`src/rtl/matmul_mxn_stream.sv`:
```
// Streaming MxN signed matrix-multiply engine.
// C[MxN] = A[MxK] * B[KxN], one k-slice (column of A, row of B) per accepted beat.
// Results are held under a valid/ready handshake; optional saturation.
module matmul_mxn_stream #(
  parameter int DATA_W = 8,
  parameter int ACC_W  = 32,
  parameter int M      = 2,
  parameter int N      = 2,
  parameter int K_MAX  = 16,
  parameter int SAT    = 0,
  parameter int KW     = $clog2(K_MAX + 1)
) (
  input  logic                  clk,
  input  logic                  rst,
  input  logic                  start,
  input  logic [KW-1:0]         k_len,
  input  logic                  in_valid,
  output logic                  in_ready,
  input  logic [M*DATA_W-1:0]   a_col,
  input  logic [N*DATA_W-1:0]   b_row,
  output logic                  c_valid,
  input  logic                  c_ready,
  output logic [M*N*ACC_W-1:0]  c_flat,
  output logic                  busy,
  output logic                  overflow
);

  localparam logic [1:0] IDLE = 2'd0;
  localparam logic [1:0] RUN  = 2'd1;
  localparam logic [1:0] DONE = 2'd2;

  localparam int CELLS = M * N;
  localparam logic [ACC_W-1:0] ACC_MAX = {1'b0, {(ACC_W-1){1'b1}}};
  localparam logic [ACC_W-1:0] ACC_MIN = {1'b1, {(ACC_W-1){1'b0}}};

  logic [1:0]       state_q, state_d;
  logic [KW-1:0]    klen_q, klen_d;
  logic [KW-1:0]    cnt_q, cnt_d;
  logic [ACC_W-1:0] acc_q [CELLS];
  logic [ACC_W-1:0] acc_d [CELLS];
  logic             ovf_q, ovf_d;

  logic [ACC_W-1:0] step_val [CELLS];
  logic [CELLS-1:0] cell_ovf;
  logic [KW-1:0]    klen_clamped;

  // Per-cell multiply-accumulate step using an ACC_W+1-bit sum so range exceedance is visible.
  for (genvar gi = 0; gi < M; gi++) begin : g_row
    for (genvar gj = 0; gj < N; gj++) begin : g_col
      localparam int C = gi * N + gj;
      logic [DATA_W-1:0]   a_e, b_e;
      logic [2*DATA_W-1:0] prod;
      logic [ACC_W:0]      sum;

      assign a_e  = a_col[gi*DATA_W +: DATA_W];
      assign b_e  = b_row[gj*DATA_W +: DATA_W];
      // Sign-extend both operands to the product width; the low 2*DATA_W bits are the signed product.
      assign prod = {{DATA_W{a_e[DATA_W-1]}}, a_e} * {{DATA_W{b_e[DATA_W-1]}}, b_e};
      assign sum  = {acc_q[C][ACC_W-1], acc_q[C]}
                  + {{(ACC_W+1-2*DATA_W){prod[2*DATA_W-1]}}, prod};
      assign cell_ovf[C] = sum[ACC_W] ^ sum[ACC_W-1];
      assign step_val[C] = ((SAT != 0) && cell_ovf[C]) ? (sum[ACC_W] ? ACC_MIN : ACC_MAX)
                                                       : sum[ACC_W-1:0];
      assign c_flat[C*ACC_W +: ACC_W] = acc_q[C];
    end
  end

  assign klen_clamped = (k_len > KW'(K_MAX)) ? KW'(K_MAX) : k_len;

  assign in_ready = (state_q == RUN);
  assign c_valid  = (state_q == DONE);
  assign busy     = (state_q != IDLE);
  assign overflow = ovf_q;

  // Next-state logic: job start, beat accumulation, result handshake.
  always_comb begin
    state_d = state_q;
    klen_d  = klen_q;
    cnt_d   = cnt_q;
    acc_d   = acc_q;
    ovf_d   = ovf_q;
    case (state_q)
      IDLE: begin
        if (start) begin
          klen_d  = klen_clamped;
          cnt_d   = '0;
          acc_d   = '{default: '0};
          ovf_d   = 1'b0;
          state_d = (klen_clamped == '0) ? DONE : RUN;
        end
      end
      RUN: begin
        if (in_valid) begin
          acc_d = step_val;
          ovf_d = ovf_q | (|cell_ovf);
          cnt_d = cnt_q + KW'(1);
          if (cnt_q == klen_q - KW'(1)) state_d = DONE;
        end
      end
      DONE: begin
        if (c_ready) state_d = IDLE;
      end
      default: state_d = IDLE;
    endcase
  end

  // State registers with synchronous reset.
  always_ff @(posedge clk) begin
    if (rst) begin
      state_q <= IDLE;
      klen_q  <= '0;
      cnt_q   <= '0;
      acc_q   <= '{default: '0};
      ovf_q   <= 1'b0;
    end else begin
      state_q <= state_d;
      klen_q  <= klen_d;
      cnt_q   <= cnt_d;
      acc_q   <= acc_d;
      ovf_q   <= ovf_d;
    end
  end

`ifndef SYNTHESIS
  a_no_overlap: assert property (@(posedge clk) disable iff (rst) !(in_ready && c_valid));
  a_hold:       assert property (@(posedge clk) disable iff (rst)
                                 (c_valid && !c_ready) |=> $stable(c_flat));
  a_cnt:        assert property (@(posedge clk) disable iff (rst)
                                 (state_q == RUN) |-> (cnt_q < klen_q));
  a_busy:       assert property (@(posedge clk) busy == (state_q != IDLE));
`endif

endmodule

```
`config.mk`:
```
export PLATFORM = sky130hd
export DESIGN_NAME = matmul_mxn_stream
export DESIGN_NICKNAME = d
export VERILOG_FILES = /design/src/rtl/matmul_mxn_stream.sv
export SDC_FILE = /design/constraint.sdc
export NUM_CORES = 2
export LEC_CHECK = 0
export ABC_AREA = 1
export CORE_ASPECT_RATIO = 0.5
export CORE_UTILIZATION = 50
export CTS_CLUSTER_SIZE = 25
export DETAILED_ROUTE_END_ITERATION = 16
export PLACE_DENSITY = 0.72
export SLEW_MARGIN = 20
export SYNTH_ARGS = -nofsm -noshare
export SYNTH_HDL_FRONTEND = slang
export SYNTH_SLANG_ARGS = --single-unit
```
`constraint.sdc`:
```
create_clock -name clk -period 6.1 [get_ports clk]
set_input_delay 0.915 -clock clk [delete_from_list [all_inputs] [get_ports clk]]
set_output_delay 0.915 -clock clk [all_outputs]
set_load 0.1 [all_outputs]
```
==> metrics.md <==
| Metric | Value |
|---|---|
| Gr ovfl total | 0 |
| Met2 Resource Use GR | 0.512 |
| Placement Setup Slack | -0.543 ns |
| Rel. slew slack | 0.261 |
| Initial drt markers | 1563 |
| Multiplexer share of the synthesized area | 0 |
| EDFF count, synth | 0 |
| Synthesized area | 28700 um^2 |
| FMAX | 0.169 GHz |
| CTS Sinks | 141 |
| Root buf cell | clkbuf_16 |
| Count of cell types in the netlist | 50 |
| RSZ-0062 raised after global routing | true |
| Crit path kind | primary input to flop |
| Async S/R FF share, synth | 0 |
| Arrival @ worst endpoint | 6.26 ns |
| Setup WS post-layout | 0.168 ns |
| Ys Warns | 0 |
| Top cells by instance count after synthesis | nand2_1 (859), inv_1 (756), fa_1 (560) |
| Die footprint | 58500 um^2 |
| Largest family of logic cells by synthesized area | adder cells |
| Net Count, Synth | 4461 |
| Adder-cell area share of the yosys netlist | 0.517 |
| Post-placement cell count | 4861 |
| Initial Util | 0.511 |
| Max-cap violation count | 0 |
| Fin nets | 5027 |
| DR pass1 iterations | 6 |
| Seq/Total Area, Yosys | 0.0982 |
| Final period utilization | 0.972 |
| Synth Area in XOR/XNOR | 0.0107 |
| Inserted Clock Buffers | 17 |
| Placer Congestion | 1.02 |
| Synth Area in Compound Gates | 0.0901 |
| WL final | 83200 um |
| DR vias/cell | 5.19 |
| Clock Tree Buf Depth | 2 |
| Slew @ Worst Pin | 1.11 ns |
| # rows | 61 |
| Area Overhead vs Synth | 25.0% |
| Die Width | 341 um |
| Met3 Use GR | 0.0443 |
| Mapped Cells | 3569 |
| Count leader, synth | nand2_1 |
| Min-delay worst type | flop to flop |
| Vias in the first global route | 26600 |
| Worst path required time | 6.42 ns |
| Pin count of the biggest net entering global routing | 86 |
| Outcome | completed |
| FF+latch count, synth | 141 |
| DRC | 0 |
| Post-layout min period | 5.93 ns |
| Fin. max-slew vios | 0 |
| Final Hold Vio Count | 0 |
| Startpoint Class | primary input |
| DRT antenna net count | 0 |
| Clk_skew | 0.0125 ns |
| Simple-gate area share of the yosys netlist | 0.170 |
| CP Capture Type | flop |
| Clock Pin Slew Worst Setup and Hold Paths | 0.07 ns |
| Drt wl/cell | 17.0 um |
| DP HPWL | 67600 um |
| Busiest grt layer | met2 |
| Average cell area after synthesis | 8.05 um^2 |
| Post-synth top flop | dfxtp_1 |
| Via count | 25400 |
| CTS tree | done |
| Die Ht | 172 um |
| PortBufs | 173 |
| Htree depth | 4 |
| GRT Overall Usage | 0.294 |
| # setup viols final | 0 |
| Layout cell share with drive strength beyond 1 | 0.139 |
| First-pass GRT wire length | 134000 um |
| Final non-filler cell total | 4904 |
| Clk Latency, worst-skew pair | 0.50 ns |
| Synth area leaders | fa_1 (39%), ha_1 (13%), nand2_1 (11%), inv_1 (9.9%), dfxtp_1 (9.8%) |
| Fin util | 0.639 |
| Met1 Track Usage GR | 0.367 |
| IO Pins | 174 |
| Core Footprint | 56200 um^2 |
| CP max FO | 14 |
| Initial antenna violation count | 0 |
| CTS Hold Buffers Added | 0 |
| Dominant cell type by area after synthesis | fa_1 |
| Synth top area share | 0.390 |
-- final timing paths --
path	startpoint	to	slack, ns	depth (start not counted)
hold reg to reg	c_flat[99]$_SDFFE_PP0P_	c_flat[99]$_SDFFE_PP0P_	0.48	2
setup / recovery	b_row[11]	c_flat[121]$_SDFFE_PP0P_	0.17	20
hold / removal	c_flat[99]$_SDFFE_PP0P_	c_flat[99]$_SDFFE_PP0P_	0.48	2
setup reg to reg	c_flat[70]$_SDFFE_PP0P_	overflow$_SDFFE_PP0P_	1.07	23
-- critical path: stages --
cell and delay (ns):
clkdlybuf4s50_1 0.52, buf_12 0.16, nand2_1 0.10, fa_1 0.54, fa_1 0.60, inv_1 0.09, buf_12 0.17, fa_1 0.51
fa_1 0.42, ha_1 0.29, ha_1 0.36, nand2_2 0.10, buf_4 0.14, nor4_1 0.41, buf_4 0.19, nand4_1 0.16
nand4_1 0.20, a21oi_1 0.08, o21ai_1 0.16, a21oi_1 0.10
-- cells in the final DEF (no fill, tap or decap), types with 12 or more instances in the layout --
cell type        Yosys  final
buf_4                9    433
or2_2               12     12
buf_12               0     38
fa_1               560    558
ha_1               290    278
dfxtp_1            141    141
a21oi_1            300    290
o21ai_1             52     52
inv_1              756    752
nand2_1            859    853
o21ai_0             42     42
nor2_1             166    161
clkbuf_16            0     20
xnor2_1             21     21
nand3_1             95     94
nor3_1              26     25
clkdlybuf4s50_1      0    171
o21bai_1            20     20
xor2_1              14     14
-- kinds of logic after synthesis --
logic type | count (synthesis)
fa+ha+maj | 850
xor+xnor | 35
buf+inv | 861
flops | 141
simple gates | 1208
compound gates | 474
-- metrics by stage --
| step | hold slack (ns) | TNS [ns] | instance area, um^2 |
|---|---|---|---|
| 6_report | 0.485 | 0 | 35900 |
| 5_1_grt | 0.512 | -0.0253 | 35900 |
| 4_1_cts | 0.483 | 0 | 35500 |
| 2_1_floorplan | 0.471 | 0 | 28700 |
| 3_5_place_dp | 0.472 | -7.32 | 34900 |
| 3_3_place_gp | 0.467 | -4.34 | 34900 |
-- metal layers --
| layer | wire length [um] | part of all wire |
|---|---|---|
| met1 | 34800 | 0.42 |
| met2 | 40800 | 0.49 |
| met3 | 4510 | 0.054 |
| met4 | 3170 | 0.038 |
| met5 | 0 | 0 |
-- final cells by class --
cell class                 count  area [um^2]
inverter                     761         2860
tap                          756          946
sequential                   141         2820
antenna                        1         2.50
clock inverter                 7          135
timing repair buffer         647         5820
fill                        4799        20300
multi-input combinational   2567        22800
clock buffer                  24          482
-- state kept, by name (all words and copies together), names as in the netlist --
name,flops
state_q,2
cnt_q,5
klen_q,5
overflow,1
c_flat,128
-- what timing repair did --
item	in CTS	in global routing
resized for setup	1	45
hold endpoints to repair	0	0
setup endpoints to repair	1	4
pin swaps	0	6
gates cloned	0	3
setup buffers	0	8
Power is not shown: default switching activity piles up to over one toggle a cycle in this logic, so the estimate is an artifact.
